==> config.mk <==
export PLATFORM = sky130hd
export DESIGN_NAME = monkey_sprite_blitter
export DESIGN_NICKNAME = d
export VERILOG_FILES = /design/src/rtl/monkey_sprite_blitter.sv
export SDC_FILE = /design/constraint.sdc
export NUM_CORES = 1
export LEC_CHECK = 0
export CAP_MARGIN = 20
export CORE_ASPECT_RATIO = 1.25
export CORE_MARGIN = 2
export CORE_UTILIZATION = 50
export DETAILED_ROUTE_END_ITERATION = 10
export GPL_TIMING_DRIVEN = 0
export HOLD_SLACK_MARGIN = 0.05
export MAX_ROUTING_LAYER = met4
export PLACE_DENSITY_LB_ADDON = 0.15
export SLEW_MARGIN = 0
export SYNTH_ARGS = -nofsm -noshare
export SYNTH_HDL_FRONTEND = slang
export SYNTH_SLANG_ARGS = --single-unit
==> constraint.sdc <==
create_clock -name Clk -period 4.9 [get_ports Clk]
set_input_delay 0.98 -clock Clk [delete_from_list [all_inputs] [get_ports Clk]]
set_output_delay 0.98 -clock Clk [all_outputs]
set_load 0.01 [all_outputs]
==> src/rtl/monkey_sprite_blitter.sv <==
// monkey_sprite_blitter: walks a SPRITE_DIM x SPRITE_DIM 1-bit sprite ROM and writes its set pixels into the frame buffer.
// Ports: Clk/Reset (sync, active-high); start/pos_x/pos_y/sprite_color request a blit at a screen position;
// rom_addr_x/rom_addr_y/rom_data read the sprite ROM; fb_we/fb_addr/fb_data/fb_ready form the frame-buffer write port;
// busy is high while scanning, done pulses for one cycle when the blit completes.
module monkey_sprite_blitter #(
    parameter int SCREEN_W   = 640,
    parameter int SCREEN_H   = 480,
    parameter int SPRITE_DIM = 32
) (
    input  logic        Clk,
    input  logic        Reset,
    input  logic        start,
    input  logic [9:0]  pos_x,
    input  logic [9:0]  pos_y,
    input  logic [7:0]  sprite_color,
    output logic [9:0]  rom_addr_x,
    output logic [9:0]  rom_addr_y,
    input  logic        rom_data,
    output logic        fb_we,
    output logic [18:0] fb_addr,
    output logic [7:0]  fb_data,
    input  logic        fb_ready,
    output logic        busy,
    output logic        done
);
    localparam int AW = $clog2(SPRITE_DIM);
    localparam logic [1:0] IDLE = 2'd0, SCAN = 2'd1, DONE = 2'd2;
    localparam logic [2*AW-1:0] ONE = 1;

    logic [1:0]      state;
    logic [2*AW-1:0] idx;
    logic [AW-1:0]   row, col;
    logic [9:0]      lx, ly;
    logic [7:0]      color;
    logic [10:0]     px, py;
    logic            adv;

    // row-major pixel index: {row, col}, so a plain increment walks the sprite in scan order
    assign row = idx[2*AW-1:AW];
    assign col = idx[AW-1:0];
    assign rom_addr_x = 10'(col);
    assign rom_addr_y = 10'(row);

    // 11-bit sums so positions past the screen edge never wrap back into view
    assign px = {1'b0, lx} + 11'(col);
    assign py = {1'b0, ly} + 11'(row);

    assign fb_we   = (state == SCAN) && rom_data && (px < 11'(SCREEN_W)) && (py < 11'(SCREEN_H));
    assign fb_addr = 19'(py) * 19'(SCREEN_W) + 19'(px);
    assign fb_data = color;
    assign busy    = state == SCAN;
    assign done    = state == DONE;

    // a pending write holds the pixel until the frame buffer accepts it
    assign adv = (state == SCAN) && (!fb_we || fb_ready);

    always_ff @(posedge Clk) begin
        if (Reset) begin
            state <= IDLE;
            idx   <= '0;
            lx    <= '0;
            ly    <= '0;
            color <= '0;
        end else if (state == IDLE && start) begin
            lx    <= pos_x;
            ly    <= pos_y;
            color <= sprite_color;
            idx   <= '0;
            state <= SCAN;
        end else if (adv) begin
            idx   <= idx + ONE;
            state <= (&idx) ? DONE : SCAN;
        end else if (state == DONE) begin
            state <= IDLE;
        end
    end
endmodule

==> After elaboration in Yosys (flattened, before gate mapping) <==
Cells that the tools add are included.
{ "word_totals": {"in_bits": 33, "word_cells": 31, "out_inout_bits": 50, "regBits": 40} }
{ "classes": {"mul": 1, "addsub": 4, "muxes": 4, "reduce_logical": 12, "n_eq_ne": 2, "magnitude_cmp": 2} }
{ "ops": {"columns": ["cell", "count"], "rows": [
  ["10-bit by 5-bit adder with 11-bit output", 2],
  ["19-bit by 11-bit adder with 19-bit output", 1],
  ["11-bit by 3-bit multiplier with 12-bit output, second input constant", 1],
  ["11-bit by 10-bit < comparator with 1-bit output, second input constant", 1],
  ["11-bit by 9-bit < comparator with 1-bit output, second input constant", 1],
  ["10-bit by 1-bit adder with 10-bit output, second input constant", 1],
  ["10-bit AND reduction", 1],
  ["2-bit 2-to-1 mux", 3],
  ["1-bit logical AND", 5],
  ["3-bit nonzero test", 1],
  ["2-bit by 1-bit == test with 1-bit output, second input constant", 1],
  ["2-bit == test, second input constant", 1],
  ["2-bit logical NOT", 1],
  ["2-bit nonzero test", 1],
  ["2-bit OR reduction", 1],
  ["1-bit logical NOT", 1],
  ["1-bit logical OR", 1],
  ["1-bit 2-to-1 mux", 1]
]} }

==> Logic depth before layout (Yosys ltp) <==
{ "depth": {"ltp_word": 9, "mapped_depth": 15, "depth_no_buf": 15} }

==> Least setup slack after synthesis <==
Ideal clock, no wire load.
{ "synth_path": {"path_type": "flip-flop to output port", "start": "register idx[5]", "end": "output port fb_addr[18]", "path_slack_ns": 0.367, "arrival_time_ns": 3.553, "t_required_ns": 3.920, "path_buffers": 0, "stages_incl_launch_ff": 16, "path_cell_list": "dfxtp_1 ha_1 inv_1 fa_1 nor2b_1 o31a_1 a21oi_1 ha_1 ha_1 a21o_1 a21o_1 a2111o_1 o211a_1 nand3_1 and4b_1 xnor2_1"} }
{ "synth_via": {"elab_chain_cells": 3} }
{ "synth_rtl": {"columns": ["element", "line", "source"], "rows": [
  ["start: declaration", "31", "logic [2*AW-1:0] idx;"],
  ["start signal: assignment", "71", "idx <= idx + ONE;"],
  ["10-bit by 5-bit adder with 11-bit output", "46", "assign py = {1'b0, ly} + 11'(row);"],
  ["11-bit by 3-bit multiplier with 12-bit output", "49", "assign fb_addr = 19'(py) * 19'(SCREEN_W) + 19'(px);"],
  ["19-bit by 11-bit adder with 19-bit output", "49", null],
  ["end: declaration", "20", "output logic [18:0] fb_addr,"]
]} }
No other way between the ends.

==> Worst setup path after layout <==
Same ends and word-level chain as after synthesis.

==> results.py <==
metrics = {
    "outcome": {
        "outcome": "complete, but fails checks",
        "violations": "setup timing",
    },
    "grt": {
        "grt_pass1_vias": 2952,
        "grt_remaining_overflow": 0,
        "grtUsageTotal_pct": 22.24,
        "grt_pass1_wl_um": 12210,
        "antenna_found_initial": 0,
        "grt_max_degree": 14,
    },
    "detailed_routing": {
        "wirelength_um": 7628,
        "drc": 0,
        "drt-initial-drc-count": 87,
        "first_pass_iters": 5,
        "vias_per_cell": 5.256,
        "wire_per_inst_um": 13.08,
        "vias": 3064,
        "final_antenna_net_count": 0,
    },
    "clocking": {
        "clk_path_buf_depth": 2,
        "cts_tree": "built",
        "path_clk_slew_ps": 80,
        "numCtsBuffers": 5,
        "clock_sinks": 40,
        "cts-root-buf": "clkbuf_8",
        "ctsHtreeMaxLevel": 2,
        "clk_latency_ps": 290,
    },
    "setup_path": {
        "cp-startpoint": "idx[5]$_SDFFE_PP0P_",
        "r2r_slack_ps": 2020,
        "worstPathArrival_ps": 3940,
        "crit_path_start_kind": "register",
        "cp_max_fo": 7,
        "crit_chain": "ha_4, inv_1, fa_2, nor2b_4, o21ai_0, a21oi_1, ha_1, ha_1, a21o_1, a21o_1, a2111o_1, o211a_1, nand3_2, and4b_1, xnor2_1, buf_2",
        "path_class": "reg2out",
        "r2r_cells": 11,
        "worstReg2RegEnd": "idx[4]$_SDFFE_PP0P_",
        "required_ps": 3920,
        "crit_path_max_incr_delay_ps": 440,
        "cp-end-kind": "primary output",
        "slowest_stage": "a2111o_1",
        "r2r-start": "idx[0]$_SDFFE_PP0P_",
    },
    "synthesis": {
        "synthFlopType": "dfxtp_1",
        "yosys.area.top_type": "dfxtp_1",
        "synth_edf_count": 0,
        "async_reset_ff_share_pct": 0,
        "synthCells": 395,
        "synth.top_cell.area_share_pct": 25.43,
        "synth.avg_cell_area_um2": 7.973,
        "synthTopCellsByCount": "nand2_1, a21oi_1, dfxtp_1, ha_1, xnor2_1",
        "synth.top_cells.by_area": "dfxtp_1, ha_1, nand2_1, a21oi_1, xnor2_1",
        "synthesis.area_um2": 3149,
        "ys_seq_area_share_pct": 25.43,
        "synth_seq_cells": 40,
        "yosysMostFrequentCell": "nand2_1",
        "ys_types": 54,
        "yosys_warnings": 0,
    },
    "sta": {
        "tns_ps": -16.89,
        "fin_crit_sh_pct": 100.3,
        "skew_ps": 6.143,
        "finalSetupViolCount": 1,
        "fmax_ghz": 0.2034,
        "finalWorstSetupSlack_ps": -16.89,
        "rsz0062_at_grt": "yes",
        "layout_min_cycle_time_ps": 4917,
        "maxSlewViolCount": 0,
        "hold_violations": 0,
    },
    "power_and_ir_drop": {
        "p_leak_nw": 1.941,
        "powerDensity_nw_per_um2": 201.6,
        "ir_worst_vdd_v": 0.0001836,
    },
    "hold_path": {
        "min-delay-start": "fb_data[3]$_SDFFE_PP0P_",
        "min_path_cells": 2,
        "min_to": "fb_data[3]$_SDFFE_PP0P_",
        "hold_class": "reg2reg",
    },
    "die": {
        "dieArea_um2": 6953,
        "initial_core_util_pct": 51.41,
        "num_rows": 32,
        "die_w_um": 74.99,
        "fp.dieH_um": 92.73,
        "num_io_pins": 83,
        "core_um2": 6126,
    },
    "place": {
        "gp_congestion": 0.8440,
        "dp_hpwl_um": 5652,
        "io_buffers": 72,
        "placed_cells": 561,
        "place_ws_ps": -294.8,
    },
    "cells_and_area": {
        "area_growth_pct": 39.17,
        "nNetsFinal": 564,
        "drive_gt1_share_pct": 15.46,
        "nFillCells": 496,
        "antenna-diode-count": 0,
        "final_cells": 583,
    },
    "job": {
        "drv_cap": 0,
    },
}
## layout by cell type (no fill, tap or decap), types with 9 or more instances in the layout
cell             synthesis  layout
a21oi_1                 45      42
inv_1                   16      16
clkdlybuf4s50_1          0      66
xor2_1                  11      10
nand2_1                 74      74
dfxtp_1                 40      35
buf_4                   11      25
xnor2_1                 19      19
a21o_1                   9       9
ha_1                    30      25
conb_1                   1      10
nor2_1                  16      12
clkbuf_1                 9       9
## state kept, by name, summed over array words and instances, names as in the netlist
register / flops
state: 2
fb_data: 8
lx: 10
ly: 10
idx: 10
## timing repair
| action | 4_1_cts | 5_1_grt |
|---|---|---|
| pin swaps | 8 | 16 |
| hold endpoints to repair | 0 | 0 |
| hold buffers | 0 | 0 |
| gates resized for setup | 20 | 27 |
| endpoints found under the setup margin | 6 | 7 |
| buffers inserted | 7 | 7 |
## per-stage QoR
stage	cell area [um^2]	hold WS (ps)	total power, mW	utilization, %
after floorplan	3183	440.0	0.4912	-
after global placement	4010	441.2	0.5846	65.46
after detailed placement	4010	447.8	0.5880	65.46
after CTS	4244	460.2	0.8792	69.28
after global routing	4383	481.0	0.9343	71.55
final	4383	454.5	0.8836	71.55
## power breakdown
part | internal (mW) | switching, mW
logic | 0.132 | 0.115
registers | 0.340 | 0.0131
clock network | 0.167 | 0.117
total | 0.638 | 0.245
## worst max-delay path by stage
stage / to / slack (ps) / depth (start not counted)
2_1_floorplan: fb_addr[18] / 370 / 15
3_3_place_gp: fb_addr[18] / -270 / 16
3_5_place_dp: fb_addr[18] / -290 / 16
4_1_cts: fb_addr[18] / -120 / 16
5_1_grt: fb_addr[18] / -210 / 17
6_report: fb_addr[18] / -20 / 16
## cells by family after synthesis
kind of cell	share of synthesized area [%]
simple gates	22.92
xor+xnor	8.343
mux	0.7945
other cells	0.1191
buf+inv	7.072
compound gates	20.86
fa+ha+maj	14.46
flops	25.43
## cell type report
cell class	instances	area, um^2	area share [%]
clock buffer	6	82.58	1.884
multi-input combinational	321	2303	52.56
timing repair buffer	86	819.5	18.70
inverter	16	60.06	1.370
clock inverter	2	38.79	0.8850
buffer	27	162.7	3.711
tap	85	106.4	2.426
sequential	40	809.5	18.47
## per-layer routing
layer | vias up | track usage, % | share of wire (%)
met3 | 8 | 4.135 | 3.9
li1 | 1565 | - | -
met1 | 1425 | 25.02 | 42
met5 | - | - | 0
met2 | 66 | 40.13 | 53
met4 | 0 | 4.464 | 0.87
## worst max-delay path: cells and delay by family (launching register included)
kind	cells	cell delay, ps
AO/OA/AOI/OAI	6	1330
adder cells (fa/ha/maj)	4	1180
AND/OR/NAND/NOR	3	420
flip-flops	1	390
buffers and inverters	2	190
XOR/XNOR	1	120
Note: power is estimated with default switching activity, not from simulation.
